**config.mk**
```make
export PLATFORM = sky130hd
export DESIGN_NAME = tetris_input_ctrl
export DESIGN_NICKNAME = d
export VERILOG_FILES = /design/src/rtl/tetris_pkg.sv /design/src/rtl/action_buffer.sv /design/src/rtl/tetris_input_ctrl.sv
export SDC_FILE = /design/constraint.sdc
export NUM_CORES = 1
export LEC_CHECK = 0
export ABC_AREA = 0
export BUFFER_PORTS_ARGS = -buffer_cell sky130_fd_sc_hd__buf_2
export CAP_MARGIN = 20
export CELL_PAD_IN_SITES_DETAIL_PLACEMENT = 0
export CELL_PAD_IN_SITES_GLOBAL_PLACEMENT = 1
export CORE_MARGIN = 4
export CORE_UTILIZATION = 38
export CTS_BUF_LIST = sky130_fd_sc_hd__clkbuf_8 sky130_fd_sc_hd__clkbuf_16
export DETAILED_ROUTE_END_ITERATION = 8
export HOLD_SLACK_MARGIN = 0.06
export PLACE_DENSITY = 0.7
export SLEW_MARGIN = 0
export SYNTH_ARGS = -nofsm -noshare
export SYNTH_HDL_FRONTEND = slang
export SYNTH_SLANG_ARGS = --single-unit
```
**constraint.sdc**
```tcl
create_clock -name Clk -period 1.8 [get_ports Clk]
set_input_delay 0.18 -clock Clk [delete_from_list [all_inputs] [get_ports Clk]]
set_output_delay 0.18 -clock Clk [all_outputs]
set_load 0.1 [all_outputs]
```
**src/rtl/tetris_pkg.sv**
```systemverilog
// Shared types for the Tetris keyboard front end: action codes, keycodes and
// the input-controller state encoding.
package tetris_pkg;

    typedef enum logic [2:0] {
        NONE      = 3'd0,
        LEFT      = 3'd1,
        RIGHT     = 3'd2,
        SOFT_DROP = 3'd3,
        ROTATE    = 3'd4,
        HARD_DROP = 3'd5
    } action_t;

    typedef enum logic [1:0] {
        IDLE   = 2'd0,
        DELAY  = 2'd1,
        REPEAT = 2'd2,
        HOLD   = 2'd3
    } in_state_t;

    localparam logic [7:0] KEY_A     = 8'h04;
    localparam logic [7:0] KEY_D     = 8'h07;
    localparam logic [7:0] KEY_S     = 8'h16;
    localparam logic [7:0] KEY_W     = 8'h1A;
    localparam logic [7:0] KEY_SPACE = 8'h2C;

    function automatic action_t key_to_action(input logic [7:0] code);
        case (code)
            KEY_A:     return LEFT;
            KEY_D:     return RIGHT;
            KEY_S:     return SOFT_DROP;
            KEY_W:     return ROTATE;
            KEY_SPACE: return HARD_DROP;
            default:   return NONE;
        endcase
    endfunction

    // Only movement keys auto-repeat; rotate and hard drop fire once per press.
    function automatic logic is_shift(input action_t act);
        return (act == LEFT) || (act == RIGHT) || (act == SOFT_DROP);
    endfunction

endpackage

```
**src/rtl/action_buffer.sv**
```systemverilog
// One-entry valid/ready output register. Presses overwrite a stalled entry,
// auto-repeats are dropped when it is stalled.
module action_buffer
    import tetris_pkg::*;
(
    input  logic       Clk,
    input  logic       Reset,
    input  logic       wr_en,
    input  logic       wr_force,
    input  logic [2:0] wr_data,
    input  logic       ready,
    output logic       valid,
    output logic [2:0] data
);

    logic       valid_q, valid_d;
    logic [2:0] data_q, data_d;
    logic       accept;
    logic       write;

    always_comb begin
        accept  = valid_q && ready;
        write   = wr_en && (!valid_q || accept || wr_force);
        valid_d = valid_q;
        data_d  = data_q;
        if (write) begin
            valid_d = 1'b1;
            data_d  = wr_data;
        end else if (accept) begin
            valid_d = 1'b0;
        end
    end

    always_ff @(posedge Clk) begin
        if (Reset) begin
            valid_q <= 1'b0;
            data_q  <= NONE;
        end else begin
            valid_q <= valid_d;
            data_q  <= data_d;
        end
    end

    assign valid = valid_q;
    assign data  = data_q;

endmodule

```
**src/rtl/tetris_input_ctrl.sv**
```systemverilog
// Keycode to Tetris action converter with delayed auto-shift and auto-repeat
// paced by the VGA frame tick.
module tetris_input_ctrl
    import tetris_pkg::*;
#(
    parameter int DAS_FRAMES = 10,
    parameter int ARR_FRAMES = 2
) (
    input  logic       Clk,
    input  logic       Reset,
    input  logic [7:0] keycode,
    input  logic       frame_tick,
    output logic [2:0] action,
    output logic       action_valid,
    input  logic       action_ready,
    output logic [1:0] dbg_state
);

    localparam logic [5:0] DAS_LAST = 6'(DAS_FRAMES);
    localparam logic [5:0] ARR_LAST = 6'(ARR_FRAMES);

    logic [7:0] key_q, key_d;
    logic [7:0] prev_q, prev_d;
    in_state_t  state_q, state_d;
    logic [5:0] cnt_q, cnt_d;
    action_t    cur_act;
    logic       press;
    logic       evt_en;
    logic       evt_force;

    always_comb begin
        key_d     = keycode;
        prev_d    = key_q;
        cur_act   = key_to_action(key_q);
        press     = (cur_act != NONE) && (key_q != prev_q);
        state_d   = state_q;
        cnt_d     = cnt_q;
        evt_en    = 1'b0;
        evt_force = 1'b0;
        // Release beats press beats tick, so a tick landing on either is lost.
        if (cur_act == NONE) begin
            state_d = IDLE;
            cnt_d   = 6'd0;
        end else if (press) begin
            evt_en    = 1'b1;
            evt_force = 1'b1;
            cnt_d     = 6'd0;
            state_d   = is_shift(cur_act) ? DELAY : HOLD;
        end else if (frame_tick) begin
            case (state_q)
                DELAY: begin
                    if (cnt_q + 6'd1 == DAS_LAST) begin
                        evt_en  = 1'b1;
                        state_d = REPEAT;
                        cnt_d   = 6'd0;
                    end else begin
                        cnt_d = cnt_q + 6'd1;
                    end
                end
                REPEAT: begin
                    if (cnt_q + 6'd1 == ARR_LAST) begin
                        evt_en = 1'b1;
                        cnt_d  = 6'd0;
                    end else begin
                        cnt_d = cnt_q + 6'd1;
                    end
                end
                default: ;
            endcase
        end
    end

    always_ff @(posedge Clk) begin
        if (Reset) begin
            key_q   <= 8'h00;
            prev_q  <= 8'h00;
            state_q <= IDLE;
            cnt_q   <= 6'd0;
        end else begin
            key_q   <= key_d;
            prev_q  <= prev_d;
            state_q <= state_d;
            cnt_q   <= cnt_d;
        end
    end

    action_buffer u_buf (
        .Clk      (Clk),
        .Reset    (Reset),
        .wr_en    (evt_en),
        .wr_force (evt_force),
        .wr_data  (cur_act),
        .ready    (action_ready),
        .valid    (action_valid),
        .data     (action)
    );

    assign dbg_state = state_q;

endmodule

```
==> run summary <==
Run status: finished with violations
Failing checks: negative setup slack
Maxcap violations: 0
Grt peak-use layer: met2
RSZ-0062 raised after global routing: yes
Comb pwr share: 8.8%
Row count: 21
Peak VDD IR: 349 µV
Max_slew headroom: 67.6%
CTS tree: built
FILL cells: 349
Max-slew violations: 0
Min-delay worst type: in2reg
CP delay by family, top: simple AND/OR/NAND/NOR gates
Drt pass-1 iters: 3
Dpl cells: 210
Vias: 1016
Share of post-route cells with drive strength above 1: 36.3%
Area delta synth->final: 25.1%
Worst hold slack: 0.108 ns
Worst EP arrival: 2.03 ns
WL per Instance: 11.8 µm
Critical path class: reg2reg
Syn Inst Count: 139
Setup slack after layout: -0.0159 ns
Remaining antenna violation count: 0
Commonest cells after routing, fill and taps aside: dfxtp_1 (19), nor2b_1 (17), buf_2 (17), xnor2_1 (11), buf_4 (11)
Post-route DRC: 0
Power density cells: 723 mW/mm²
Vias/cell: 4.75
Required @ worst endpoint: 2.01 ns
Top cells by area, synth: dfxtp_1 (42%), nor2b_1 (8.0%), xnor2_1 (7.3%), ha_1 (3.8%), xor2_1 (2.6%)
First-pass GRT wire length: 4510 µm
Mapped Avg Cell Area: 9.55 µm²
Internal power: 0.931 mW
Leak: 0.622 nW
CTS Hold Buffers Added: 0
H-tree levels: 1
Grt ovf: 0
Post-route minimum period: 1.82 ns
FF+latch count, synth: 28
Detailed placer's ending HPWL: 1900 µm
Final period utilization: 101%
Clock Pin Slew Worst Setup and Hold Paths: 0.10 ns
Utilization after layout: 49.4%
CTS Buf Count: 3
Total power: 1.20 mW
Initial DRC Count: 31
I/O pin count: 18
Least-Margin Pin Slew: 0.489 ns
Core region area: 0.00336 mm²
Initial Utilization: 39.5%
P_sw: 0.270 mW
Slowest cell delay on critical path: 0.41 ns
Fin area: 0.00166 mm²
Initial antenna violation count: 0
CTS Sinks: 28
Crit-path cells: ha_4 -> nor3_2 -> a31o_1 -> nand4_2 -> o31a_1 -> or4_1 -> a21oi_1
Post-synth ARST share: 0%
Pin count of the biggest net entering global routing: 23
Buffers on Ports: 17
Startpoint types: flop
M2 GR Usage: 20.7%
Buffer count from post-CTS setup fixing: 0
Yosys top cell area share: 42.2%
Die Wd: 67.1 µm
Die area: 0.00450 mm²
Most common cell after layout, fill and taps aside: dfxtp_1
Clock power frac: 36.6%
Critical Path End Type: flop
Mapped Nets: 155
Top FF cell, synth: dfxtp_1
Worst Skew: 0.00440 ns
Crit Path Max Fanout: 3
Setup-failing EPs final: 1
Worst skew pair latency: 0.27 ns
Yosys warns: 0
Synthesized area: 0.00133 mm²
Crit-path slowest cell: or4_1
Buffers & Inverters on Critical Path: 0
GRT Total Usage: 12.9%
Synth area leader: dfxtp_1
Die height: 67.1 µm
DP Area: 0.00155 mm²
Achievable Freq: 0.551 GHz
Grt met3 use: 2.53%
Routed WL: 2520 µm
Routability cong.: 0.839
Cell variety after synth: 44
Ant. Diodes: 0
Sequential fraction of design power: 54.6%
Root Driver: clkbuf_8
Number of enable flip-flop cells after synthesis: 0
Final hold violations: 0
Vias in the first global route: 1040
Sw Share: 22.5%
Layout Nets: 185
Non-filler instance count after layout: 214
Sequential area share after synthesis: 42.2%
Longest Clk Path Bufs: 2
M1 GR Usage: 16.9%
-- through the flow --
step / TNS (ns) / worst slack (ns)
2_1_floorplan: -0.226 / -0.199
3_3_place_gp: 0 / 0.000373
3_5_place_dp: -0.135 / -0.0856
4_1_cts: -0.0335 / -0.0335
5_1_grt: -0.186 / -0.0788
6_report: -0.0159 / -0.0159
-- flip-flops by register name, indices dropped and copies added, names as in the netlist --
register,flops
cnt_q,6
prev_q,8
u_buf.data,3
dbg_state,2
u_buf.valid,1
key_q,8
-- what timing repair did --
item                                   in CTS  in global routing
resized for setup                           4                 10
endpoints found under the hold margin       0                  0
pin swaps                                   5                  3
cloned                                      0                  0
setup endpoints to repair                   3                  9
-- metal layers --
metal	routed length, µm	share of wire, %
met1	1290	51
met2	1130	45
met3	64	2.5
met4	31	1.2
met5	0	0
-- power by group through the flow --
stage	logic, mW	registers (mW)	clock network [mW]
floorplan	0.0694	0.673	0
finish	0.106	0.656	0.440
detailed placement	0.104	0.669	0
CTS	0.104	0.655	0.460
global placement	0.103	0.669	0
global route	0.117	0.659	0.487
-- area by class of cell --
type                       count  area, µm²  share of cell area [%]
tap                           46       57.6                    3.47
inverter                       3       11.3                   0.678
sequential                    28        577                    34.7
clock buffer                   4       66.3                    3.99
multi-input combinational    104        769                    46.3
timing repair buffer          29        179                    10.8
-- cell families after synthesis --
family / Yosys count / synth area share (%)
AOI/OAI and AO/OA: 24 / 12.1
xor gates and xnor gates: 16 / 11.1
adders and majority gates: 4 / 3.77
buffers and inverters: 7 / 3.39
DFF: 28 / 42.2
muxes: 2 / 1.60
and+or+nand+nor: 58 / 25.8
-- Yosys cell counts, drive strengths merged (2+ instances only) --
cell type	count
nand2	7
nor4bb	2
nor3	4
nand2b	2
o21ai	9
nor2	9
nand4	3
a21boi	2
xnor2	12
ha	4
a21oi	5
nor2b	17
or3	2
a31oi	2
nand3	4
or2	2
dfxtp	28
xor2	4
inv	3
buf	3
-- final timing paths --
check                                   start             to  slack, ns  cells past startpoint
worst min register to register  u_buf.data[2]  u_buf.data[2]       0.49                      2
worst max-delay path                 cnt_q[0]  u_buf.data[0]      -0.02                      7
worst max register to register       cnt_q[0]  u_buf.data[0]      -0.02                      7
worst min-delay path               keycode[0]       key_q[0]       0.11                      2
No activity file was read; power rests on OpenSTA's default activity.
